<file path="src/rtl/miriscv_irq_ctrl.sv">
// miriscv_irq_ctrl: round-robin interrupt controller between external sources
// and the miriscv trap logic. A scan pointer walks the masked request vector
// one source per cycle; the first hit is held through PEND (waiting for the
// trap to be taken) and SERV (handler running), and is retired in FIN with a
// one-cycle completion pulse. The scan resumes after the serviced source.
module miriscv_irq_ctrl #(
    parameter int unsigned N_SRC   = 32,
    parameter logic [31:0] CAUSE_B = 32'h8000_0010
) (
    input  logic             clk_i,
    input  logic             rst_n_i,     // active-high synchronous reset
    input  logic [N_SRC-1:0] int_req_i,
    input  logic [N_SRC-1:0] mie_i,
    input  logic             int_ack_i,
    input  logic             int_rst_i,
    output logic             int_o,
    output logic [31:0]      mcause_o,
    output logic [N_SRC-1:0] int_fin_o
);

    localparam int unsigned      IDX_W   = (N_SRC > 1) ? $clog2(N_SRC) : 1;
    localparam logic [IDX_W-1:0] IDX_MAX = IDX_W'(N_SRC - 1);
    localparam logic [N_SRC-1:0] FIN_LSB = N_SRC'(1);

    typedef enum logic [1:0] {
        IDLE = 2'd0,
        PEND = 2'd1,
        SERV = 2'd2,
        FIN  = 2'd3
    } state_t;

    state_t           state;
    logic [IDX_W-1:0] cnt;
    logic [IDX_W-1:0] idx;

    logic             hit;
    logic             held;
    logic [IDX_W-1:0] cnt_inc;
    logic [IDX_W-1:0] idx_inc;

    // Scan hit, held-source check and wrapping successors of cnt/idx
    always_comb begin
        hit     = int_req_i[cnt] & mie_i[cnt];
        held    = int_req_i[idx] & mie_i[idx];
        cnt_inc = (cnt == IDX_MAX) ? '0 : cnt + IDX_W'(1);
        idx_inc = (idx == IDX_MAX) ? '0 : idx + IDX_W'(1);
    end

    // Controller FSM with registered int_o, mcause_o and int_fin_o
    always_ff @(posedge clk_i) begin
        if (rst_n_i) begin
            state     <= IDLE;
            cnt       <= '0;
            idx       <= '0;
            int_o     <= 1'b0;
            mcause_o  <= '0;
            int_fin_o <= '0;
        end else begin
            // int_fin_o is only ever high for the single FIN cycle
            int_fin_o <= '0;
            unique case (state)
                IDLE: begin
                    if (hit) begin
                        idx      <= cnt;
                        mcause_o <= CAUSE_B + 32'(cnt);
                        int_o    <= 1'b1;
                        state    <= PEND;
                    end else begin
                        cnt <= cnt_inc;
                    end
                end
                PEND: begin
                    // Ack is checked first so a same-cycle request drop still
                    // lets the already-taken trap proceed to service.
                    if (int_ack_i) begin
                        int_o <= 1'b0;
                        state <= SERV;
                    end else if (!held) begin
                        int_o <= 1'b0;
                        cnt   <= idx_inc;
                        state <= IDLE;
                    end
                end
                SERV: begin
                    if (int_rst_i) begin
                        int_fin_o <= FIN_LSB << idx;
                        state     <= FIN;
                    end
                end
                FIN: begin
                    cnt   <= idx_inc;
                    state <= IDLE;
                end
                default: begin
                    int_o <= 1'b0;
                    state <= IDLE;
                end
            endcase
        end
    end

endmodule
</file>
<file path="config.mk">
export PLATFORM = sky130hd
export DESIGN_NAME = miriscv_irq_ctrl
export DESIGN_NICKNAME = d
export VERILOG_FILES = /design/src/rtl/miriscv_irq_ctrl.sv
export SDC_FILE = /design/constraint.sdc
export NUM_CORES = 1
export LEC_CHECK = 0
export CAP_MARGIN = 25
export CORE_AREA = 4 4 90 92
export DETAILED_ROUTE_END_ITERATION = 12
export DIE_AREA = 0 0 94 96
export PLACE_DENSITY = 0.78
export SLEW_MARGIN = 0
export SYNTH_ARGS = -nofsm -noshare
export SYNTH_HDL_FRONTEND = slang
export SYNTH_SLANG_ARGS = --single-unit
</file>
<file path="constraint.sdc">
create_clock -name clk_i -period 2.1 [get_ports clk_i]
set_input_delay 0.315 -clock clk_i [delete_from_list [all_inputs] [get_ports clk_i]]
set_output_delay 0.315 -clock clk_i [all_outputs]
set_load 0.01 [all_outputs]
</file>
==> run_results.csv, run 1 <==
group,metric,value,unit
placed_design,io_buffer_count,107,
global_routing,vias_in_the_first_global_route,2575,
worst_setup_path,path_class,"reg -> reg",
sta,maxClockFrequency,476.6,MHz
floorplanning,die-width,94,um
finish,num-fill-cells,656,
route,vias_per_cell,4.900,
global_routing,pin_count_of_the_biggest_net_entering_global_routing,17,
logic_synthesis,ys_dominant_reg_cell,"sky130_fd_sc_hd__dfxtp_1",
status,status,"finished clean",
sta,final-max-slew-violation-count,0,
worst_setup_path,critPathRequiredTime,2310,ps
cts,insertion_delay,290,ps
floorplanning,floorplan.rows,31,
cts,clkTransAtPathRegs,90,ps
worst_setup_path,cp_slowest_cell,"sky130_fd_sc_hd__mux4_2",
logic_synthesis,synth_enable_flop_cells,0,
sta,final.setup.worst_slack,1.937,ps
floorplanning,ports,133,
finish,most_common_cell_after_layout_fill_and_taps_aside,"sky130_fd_sc_hd__clkdlybuf4s50_1",
global_routing,grt_first_pass_wirelength,12200,um
logic_synthesis,postSynthAreaPerCell,8.491,sq um
route,detail_route.wl_per_cell,14.34,um
cts,post_cts_hold_buffer_count,0,
route,routed_wirelength,7900,um
power,combinationalPowerShare,49.7,%
sta,rsz_0062_raised_after_global_routing,"true",
finish,syn2layout_area_growth,58.24,%
placed_design,dpl.hpwl,6463,um
cts,cts-htree-levels,2,
cts,cts_root_buf,"sky130_fd_sc_hd__clkbuf_8",
worst_setup_path,worstPathBufferInverterCount,1,
floorplanning,core,7214,sq um
finish,ff_latch_area,949.7,sq um
route,drc_errors,0,
logic_synthesis,synth_seq_cells,47,
hold_path,worst_hold_path_type,"reg -> reg",
sta,hold_violations,0,
logic_synthesis,post_synth_inst_count,313,
sta,worst_hold_slack_after_final_layout,482.1,ps
logic_synthesis,synthArstFlopShare,0,%
worst_setup_path,critical_path_arrival,2310,ps
run,max_cap_violations,0,
worst_setup_path,critPathMaxStageDelay,500,ps
global_routing,antenna_found_initial,0,
sta,timing_worst_slew_pin_value,504.3,ps
route,postRouteAntennaNets,0,
route,first_iter_violations,140,
power,clock_power_share,18.4,%
logic_synthesis,synth_cell_type_count,58,
power,power,3.588,mW
logic_synthesis,synthesis.yosys.warnings,0,
worst_setup_path,crit_chain,"buf_4 > nand3_1 > o21ai_1 > mux4_2 > or3_4 > o211ai_4 > a21oi_2 > a311oi_1",
global_routing,grt-ovfl-total,0,
route,detail_route.first_pass.iterations,5,
logic_synthesis,synth_sequential_area_ratio,35.40,%
floorplanning,fp.dieArea,9024,sq um
finish,finalNetCount,528,
cts,clk_path_buf_depth,2,
worst_setup_path,crit_path_end_kind,"flip-flop",
finish,share_of_post_route_cells_with_drive_strength_above_1,19.69,%
power,swShare,36.35,%
power,peakVddDrop,0.3702,mV
cts,clock_net_sink_count,47,
route,vias_after_detailed_routing,2700,
sta,final_period_minus_worst_setup_slack,2098,ps
placed_design,gp_congestion,0.8965,
power,p_switching,1.304,mW
finish,layout_common_cells,"sky130_fd_sc_hd__clkdlybuf4s50_1 (104), sky130_fd_sc_hd__nor2_1 (51), sky130_fd_sc_hd__nand2_1 (42), sky130_fd_sc_hd__dfxtp_1 (42), sky130_fd_sc_hd__buf_4 (35)",
power,static-leakage-power,1.622,nW
finish,antenna_cells_inserted,0,
worst_setup_path,path_delay_family,"compound AO/OA/AOI/OAI gates",
logic_synthesis,synthesis.area,2658,sq um
power,power-per-cell-area,853.2,nW/um^2
sta,number_of_failing_setup_endpoints_in_the_final_timing_report,0,
sta,fin_skew,8.491,ps
placed_design,placement.setup.worst_slack,-380.8,ps
cts,cts_buffers,5,
power,cellInternalPower,2.284,mW
power,share_seq_of_total_power,31.9,%
floorplanning,die_y,96,um
floorplanning,initial_core_util,36.84,%
worst_setup_path,cp_max_fanout,7,
finish,total_area_of_multi_input_combinational_cells,1594,sq um
sta,timing.final.crit_share,99.91,%
worst_setup_path,timing.critical_path.from_type,"flip-flop",
global_routing,global_route.usage.total,16.95,%
sta,slew-limit-headroom,66.02,%
cts,cts_tree,"done",
==> registers in the layout (all words and copies together) (netlist names), named ones only <==
| register | flops |
|---|---|
| cnt | 5 |
| int_fin_o | 32 |
| idx | 4 |
| state | 1 |
| int_o | 1 |
| mcause_o | 3 |
==> power groups by stage <==
stage,sequential [mW],combinational (mW),clock (mW)
finish,1.14,1.78,0.659
global route,1.16,1.92,0.710
CTS,1.14,1.62,0.669
detailed placement,1.16,1.55,0
global placement,1.15,1.53,0
floorplan,1.10,1.02,0
==> cells in the mapped netlist (all sizes together), types with 2 or more instances <==
master	number	area (sq um)
a21oi	12	60.06
a311oi	2	17.52
and3	2	12.51
and4	2	17.52
buf	36	264.0
clkbuf	3	11.26
dfxtp	47	940.9
ha	9	112.6
inv	8	30.03
mux2i	7	70.07
mux4	9	214.0
nand2	44	165.2
nand2b	8	50.05
nand3	18	90.09
nand4	2	12.51
nor2	51	191.4
nor2b	2	12.51
nor3	6	30.03
o2111a	2	22.52
o2111ai	2	17.52
o211ai	2	28.78
o21ai	11	58.80
o22ai	2	12.51
or3	2	17.52
==> what timing repair did <==
item	CTS	global route
endpoints found under the hold margin	0	0
pin swaps	8	11
setup endpoints to repair	14	12
setup buffers	2	2
gates resized for setup	11	30
==> stage by stage <==
step | cells | setup TNS [ps] | instance area [sq um] | utilization [%]
after CTS | 549 | 0 | 4090 | 56.69
after floorplan | 337 | 0 | 2748 | -
final | 551 | 0 | 4205 | 58.29
after global routing | 551 | -304.6 | 4205 | 58.29
after global placement | 539 | -3443 | 3930 | 54.47
after detailed placement | 539 | -4210 | 3930 | 54.47
==> layer usage <==
layer / GRT usage [%] / vias to the layer above / wire (um)
li1: - / 1317 / -
met2: 30.10 / 143 / 3841
met4: 6.258 / 0 / 180
met5: 0 / - / 0
met1: 20.47 / 1221 / 3167
met3: 3.049 / 19 / 711
==> worst paths after layout <==
path                            startpoint                        to  slack (ps)  cells after the start
hold reg to reg   mcause_o[4]$_SDFFE_PP0P_  mcause_o[4]$_SDFFE_PP0P_         480                      2
hold / removal    mcause_o[4]$_SDFFE_PP0P_  mcause_o[4]$_SDFFE_PP0P_         480                      2
setup / recovery       cnt[1]$_SDFFE_PP0P_       cnt[4]$_SDFFE_PP0P_           2                      8
setup reg to reg       cnt[1]$_SDFFE_PP0P_       cnt[4]$_SDFFE_PP0P_           2                      8
==> worst reg2reg max path, cell delays in order, from the launching register on <==
cell	delay [ps]
sky130_fd_sc_hd__dfxtp_4	390
sky130_fd_sc_hd__buf_4	150
sky130_fd_sc_hd__nand3_1	60
sky130_fd_sc_hd__o21ai_1	60
sky130_fd_sc_hd__mux4_2	500
sky130_fd_sc_hd__or3_4	380
sky130_fd_sc_hd__o211ai_4	150
sky130_fd_sc_hd__a21oi_2	90
sky130_fd_sc_hd__a311oi_1	240
==> kinds of logic after synthesis <==
logic type / share of synthesized area [%]
buffers and inverters: 11.49
muxes: 10.69
AOI/OAI and AO/OA: 13.23
xor gates and xnor gates: 0.6593
adders and majority gates: 4.237
other: 0.1411
and+or+nand+nor: 24.15
DFF: 35.40
==> cell type report <==
| cell class | instances | share of cell area (%) |
|---|---|---|
| multi-input cells | 243 | 37.91 |
| repair buffers | 146 | 33.06 |
| flip-flops and latches | 47 | 22.58 |
| well taps | 99 | 2.946 |
| clock buffers | 5 | 1.636 |
| clock inverters | 3 | 1.101 |
| inverters | 8 | 0.7736 |
Power figures use the tool's default switching activity.
==> run 2: changes to the inputs <==
--- a/config.mk
+++ b/config.mk
@@ -9,7 +9,7 @@
 export CORE_AREA = 4 4 90 92
 export DETAILED_ROUTE_END_ITERATION = 12
 export DIE_AREA = 0 0 94 96
-export PLACE_DENSITY = 0.78
+export PLACE_DENSITY = 0.79
 export SLEW_MARGIN = 0
 export SYNTH_ARGS = -nofsm -noshare
 export SYNTH_HDL_FRONTEND = slang
==> run_results.csv, run 2 (same netlist as run 1, synthesis figures left out) <==
group,metric,value,unit
route,detailed_routed_wire_length_on_met2,4309,um
power,power-per-cell-area,876.3,nW/um^2
sta,timing.final.crit_share,101.0,%
worst_setup_path,critPathMaxStageDelay,500,ps
floorplanning,die_y,96,um
global_routing,vias_in_the_first_global_route,2651,
finish,regMostFlops,"int_fin_o",
global_routing,antenna_found_initial,0,
power,cellInternalPower,2.322,mW
route,vias_per_cell,4.938,
power,clock_power_share,18.2,%
floorplanning,core,7214,sq um
cts,insertion_delay,300,ps
route,detail_route.first_pass.iterations,4,
placed_design,dpl.hpwl,6666,um
placed_design,gp_congestion,0.8708,
finish,largest_registers,"int_fin_o (32), cnt (5), idx (4)",
placed_design,io_buffer_count,107,
floorplanning,die-width,94,um
floorplanning,initial_core_util,36.84,%
worst_setup_path,crit_chain,"buf_6 > buf_12 > o21ai_2 > mux4_2 > or3_4 > o211ai_4 > a21oi_1 > a311oi_1",
sta,maxClockFrequency,471.3,MHz
sta,hold_violations,0,
worst_setup_path,timing.critical_path.from_type,"flip-flop",
finish,antenna_cells_inserted,0,
power,static-leakage-power,1.609,nW
sta,worst_hold_slack_after_final_layout,471.6,ps
worst_setup_path,critPathRequiredTime,2310,ps
cts,clkTransAtPathRegs,90,ps
power,share_seq_of_total_power,30.9,%
floorplanning,fp.dieArea,9024,sq um
global_routing,pin_count_of_the_biggest_net_entering_global_routing,17,
worst_setup_path,ff2ff_setup_slack,-20,ps
cts,clock_net_sink_count,47,
hold_path,hold_path_startpoint,"mcause_o[31]$_SDFFE_PP0P_",
finish,share_of_post_route_cells_with_drive_strength_above_1,19.21,%
sta,number_of_failing_setup_endpoints_in_the_final_timing_report,3,
status,failed_checks,"negative setup slack",
power,peakVddDrop,0.4403,mV
worst_setup_path,critical_path_arrival,2330,ps
worst_setup_path,rr_worst_depth,8,
sta,slew-limit-headroom,65.40,%
worst_setup_path,worst_reg2reg_path_endpoint,"cnt[4]$_SDFFE_PP0P_",
power,combinationalPowerShare,51.0,%
floorplanning,floorplan.rows,31,
route,postRouteAntennaNets,0,
cts,clk_path_buf_depth,2,
worst_setup_path,cp_max_fanout,7,
route,met1Wirelength,3189,um
finish,syn2layout_area_growth,58.29,%
sta,fin_skew,5.712,ps
route,highest-signal-layer,"met4",
sta,rsz_0062_raised_after_global_routing,"true",
floorplanning,ports,133,
global_routing,global_route.usage.total,17.94,%
route,vias_after_detailed_routing,2726,
worst_setup_path,path_class,"reg -> reg",
finish,finalNetCount,529,
sta,final.setup.worst_slack,-22.01,ps
route,first_iter_violations,198,
route,detail_route.wl_per_cell,15.33,um
power,p_switching,1.365,mW
hold_path,worst_hold_path_type,"reg -> reg",
sta,timing_worst_slew_pin_value,513.5,ps
finish,final_core_utilization,58.31,%
status,status,"finished, violations left",
cts,cts_tree,"done",
sta,final_period_minus_worst_setup_slack,2122,ps
finish,most_common_cell_after_layout_fill_and_taps_aside,"sky130_fd_sc_hd__clkdlybuf4s50_1",
worst_setup_path,timing.rr.start,"cnt[1]$_SDFFE_PP0P_",
global_routing,grt-ovfl-total,0,
run,max_cap_violations,0,
finish,layout_common_cells,"sky130_fd_sc_hd__clkdlybuf4s50_1 (107), sky130_fd_sc_hd__nor2_1 (50), sky130_fd_sc_hd__nand2_1 (44), sky130_fd_sc_hd__dfxtp_1 (44), sky130_fd_sc_hd__buf_4 (34)",
power,power,3.686,mW
hold_path,timing.hold.worst_path_depth,2,
route,routed-wl-met3,859,um
power,swShare,37.02,%
global_routing,grt_first_pass_wirelength,12700,um
worst_setup_path,crit_path_end_kind,"flip-flop",
cts,cts_root_buf,"sky130_fd_sc_hd__clkbuf_8",
cts,cts-htree-levels,2,
sta,final-max-slew-violation-count,0,
hold_path,hold_path_end,"mcause_o[31]$_SDFFE_PP0P_",
route,routed_wirelength,8462,um
worst_setup_path,cp_slowest_cell,"sky130_fd_sc_hd__mux4_2",
route,drc_errors,0,
cts,cts_buffers,5,
finish,flip_flop_count_of_the_largest_register_after_layout,32,
-- run 2: metal layers --
metal / global-route usage [%] / up-vias
li1: - / 1318
met1: 20.80 / 1235
met2: 33.94 / 162
met3: 3.518 / 11
met4: 4.091 / 0
met5: 0 / -
-- run 2: worst max path at each step --
stage | startpoint | endpoint | slack (ps) | cells past startpoint
after floorplan | cnt[1]$_SDFFE_PP0P_ | cnt[2]$_SDFFE_PP0P_ | 60 | 8
after global placement | mie_i[16] | cnt[2]$_SDFFE_PP0P_ | -320 | 9
after detailed placement | mie_i[16] | cnt[2]$_SDFFE_PP0P_ | -350 | 9
after CTS | cnt[1]$_SDFFE_PP0P_ | cnt[2]$_SDFFE_PP0P_ | -0.1 | 8
after global routing | cnt[1]$_SDFFE_PP0P_ | idx[0]$_SDFFE_PP0P_ | -100 | 9
final | cnt[1]$_SDFFE_PP0P_ | cnt[4]$_SDFFE_PP0P_ | -20 | 8
-- run 2: layout make-up --
cell class / count / area (sq um)
Clock buffer: 5 / 68.82
Inverter: 8 / 32.53
Clock inverter: 3 / 46.29
Tap cell: 99 / 123.9
Sequential cell: 47 / 947.2
Fill cell: 648 / 3008
Timing Repair Buffer: 147 / 1403
Multi-Input combinational cell: 243 / 1585
-- run 2: critical path, delay by kind of cell (launching register included) --
family / cells / cell delay (ps)
buffers and inverters: 2 / 240
DFF: 1 / 410
and+or+nand+nor: 1 / 370
muxes: 1 / 500
AOI/OAI and AO/OA: 4 / 520
-- run 2: metrics by stage --
step           area, sq um  TNS (ps)  instances  setup slack (ps)
4_1_cts               4121   -0.1334        551           -0.1334
5_1_grt               4207    -790.9        552            -97.78
3_3_place_gp          3923     -3752        538            -322.2
2_1_floorplan         2748         0        337             59.22
6_report              4207    -59.52        552            -22.01
3_5_place_dp          3923     -4158        538            -353.7
-- run 2: repair_timing --
action / in CTS / in global routing
pin swaps: 12 / 5
cloned: 0 / 0
buffers inserted: 5 / 1
hold endpoints to repair: 0 / 0
hold buffers: 0 / 0
endpoints found under the setup margin: 14 / 13
resized for setup: 20 / 17
-- run 2: power by group through the flow --
stage | Sequential (mW) | Clock, mW | Combinational [mW]
after detailed placement | 1.15 | 0 | 1.56
final | 1.14 | 0.669 | 1.88
after floorplan | 1.10 | 0 | 1.02
after CTS | 1.13 | 0.672 | 1.72
after global routing | 1.15 | 0.721 | 2.02
after global placement | 1.15 | 0 | 1.54
==> run 3: changes to the inputs <==
--- a/config.mk
+++ b/config.mk
@@ -9,7 +9,7 @@
 export CORE_AREA = 4 4 90 92
 export DETAILED_ROUTE_END_ITERATION = 12
 export DIE_AREA = 0 0 94 96
-export PLACE_DENSITY = 0.79
+export PLACE_DENSITY = 0.88
 export SLEW_MARGIN = 0
 export SYNTH_ARGS = -nofsm -noshare
 export SYNTH_HDL_FRONTEND = slang
==> run_results.csv, run 3 (same netlist as run 1, synthesis figures left out) <==
group,metric,value,unit
placed_design,dpl.hpwl,6848,um
floorplanning,initial_core_util,36.84,%
status,status,"finished, violations left",
global_routing,global_route_met3_usage,3.753,%
worst_setup_path,critical_path_arrival,2350,ps
cts,post_cts_hold_buffer_count,0,
route,detail_route.wl_per_cell,15.30,um
sta,final.setup.worst_slack,-57.71,ps
floorplanning,die_y,96,um
route,routed_wirelength,8448,um
global_routing,globalRoute.busiestLayer,"met2",
cts,cts-htree-levels,2,
sta,timing.final.crit_share,102.7,%
floorplanning,floorplan.rows,31,
cts,clkTransAtPathRegs,90,ps
route,vias_after_detailed_routing,2743,
worst_setup_path,path_class,"reg -> reg",
worst_setup_path,cp_slowest_cell,"sky130_fd_sc_hd__mux4_2",
cts,cts_root_buf,"sky130_fd_sc_hd__clkbuf_8",
power,peakVddDrop,0.4462,mV
route,postRouteAntennaNets,0,
power,power,3.586,mW
sta,rsz_0062_raised_after_global_routing,"true",
finish,finalNetCount,529,
sta,hold_violations,0,
route,detail_route.first_pass.iterations,4,
finish,final_core_utilization,57.75,%
finish,most_common_cell_after_layout_fill_and_taps_aside,"sky130_fd_sc_hd__clkdlybuf4s50_1",
worst_setup_path,critPathRequiredTime,2300,ps
finish,final_design_area_no_fill,4167,sq um
power,static-leakage-power,1.603,nW
route,first_iter_violations,241,
placed_design,gp_congestion,0.9136,
finish,layout_common_cells,"sky130_fd_sc_hd__clkdlybuf4s50_1 (107), sky130_fd_sc_hd__nor2_1 (51), sky130_fd_sc_hd__nand2_1 (44), sky130_fd_sc_hd__dfxtp_1 (44), sky130_fd_sc_hd__buf_4 (37)",
worst_setup_path,crit_path_end_kind,"flip-flop",
sta,worst_hold_slack_after_final_layout,480.8,ps
cts,clock_net_sink_count,47,
placed_design,placement.cell_area,3915,sq um
global_routing,globalRouteMet2Util,34.48,%
global_routing,grt_use_met1,21.68,%
sta,final_period_minus_worst_setup_slack,2158,ps
finish,antenna_cells_inserted,0,
worst_setup_path,timing.critical_path.from_type,"flip-flop",
global_routing,antenna_found_initial,0,
finish,share_of_post_route_cells_with_drive_strength_above_1,17.00,%
run,max_cap_violations,0,
worst_setup_path,critPathMaxStageDelay,520,ps
sta,maxClockFrequency,463.5,MHz
hold_path,worst_hold_path_type,"reg -> reg",
worst_setup_path,cp_max_fanout,7,
cts,cts_buffers,5,
finish,syn2layout_area_growth,56.78,%
status,failed_checks,"negative setup slack",
placed_design,io_buffer_count,107,
sta,final-max-slew-violation-count,0,
finish,regMostFlops,"int_fin_o",
global_routing,grt-ovfl-total,0,
cts,cts_tree,"done",
finish,largest_registers,"int_fin_o (32), cnt (5), idx (4)",
route,vias_per_cell,4.969,
global_routing,vias_in_the_first_global_route,2611,
cts,clk_path_buf_depth,2,
floorplanning,ports,133,
route,drc_errors,0,
floorplanning,die-width,94,um
power,power-per-cell-area,860.7,nW/um^2
finish,flip_flop_count_of_the_largest_register_after_layout,32,
cts,insertion_delay,310,ps
floorplanning,core,7214,sq um
global_routing,global_route.usage.total,18.71,%
sta,fin_skew,12.67,ps
global_routing,grt_first_pass_wirelength,13030,um
floorplanning,fp.dieArea,9024,sq um
worst_setup_path,crit_chain,"buf_4 > o21ai_0 > mux4_2 > or3_4 > o211a_1 > o31ai_1 > a21oi_1",
global_routing,pin_count_of_the_biggest_net_entering_global_routing,17,
sta,number_of_failing_setup_endpoints_in_the_final_timing_report,4,
## run 3: routing by layer
layer	wire, um	up-vias
met5	0	-
met4	172	0
met3	763	14
met2	4272	141
met1	3239	1261
li1	-	1327
## run 3: worst paths after layout
path / startpoint / to / slack (ps) / depth (start not counted)
worst max register to register: cnt[1]$_SDFFE_PP0P_ / cnt[2]$_SDFFE_PP0P_ / -60 / 7
worst max-delay path: cnt[1]$_SDFFE_PP0P_ / cnt[2]$_SDFFE_PP0P_ / -60 / 7
worst min register to register: mcause_o[31]$_SDFFE_PP0P_ / mcause_o[31]$_SDFFE_PP0P_ / 480 / 2
worst min-delay path: mcause_o[31]$_SDFFE_PP0P_ / mcause_o[31]$_SDFFE_PP0P_ / 480 / 2
## run 3: power by group
group | internal (mW) | total (mW) | switching [mW]
clock | 0.359 | 0.672 | 0.314
sequential | 0.989 | 1.14 | 0.147
combinational | 0.920 | 1.78 | 0.858
## run 3: through the flow
stage,setup TNS (ps),setup slack [ps],instances
after detailed placement,-4067,-368.7,537
final,-80.07,-57.71,552
after global placement,-3929,-388.3,537
after global routing,-660.6,-112.4,552
after floorplan,0,59.22,337
after CTS,-59.75,-33.49,548
## run 3: repair_timing
action | CTS | global route
setup endpoints to repair | 14 | 13
setup buffers | 3 | 4
pin swaps | 14 | 3
resized for setup | 14 | 10
## run 3: final cells by class
type / count / area [sq um]
fillers: 635 / 3048
multi-input cells: 243 / 1565
repair buffers: 147 / 1383
flip-flops and latches: 47 / 947.2
well taps: 99 / 123.9
clock buffers: 5 / 68.82
clock inverters: 3 / 46.29
inverters: 8 / 32.53
## run 3: critical path: cells and delay by family, from the launching register on
family	cells	cell delay, ps
AOI/OAI and AO/OA	4	580
buffers and inverters	1	160
DFF	1	410
muxes	1	520
and+or+nand+nor	1	370
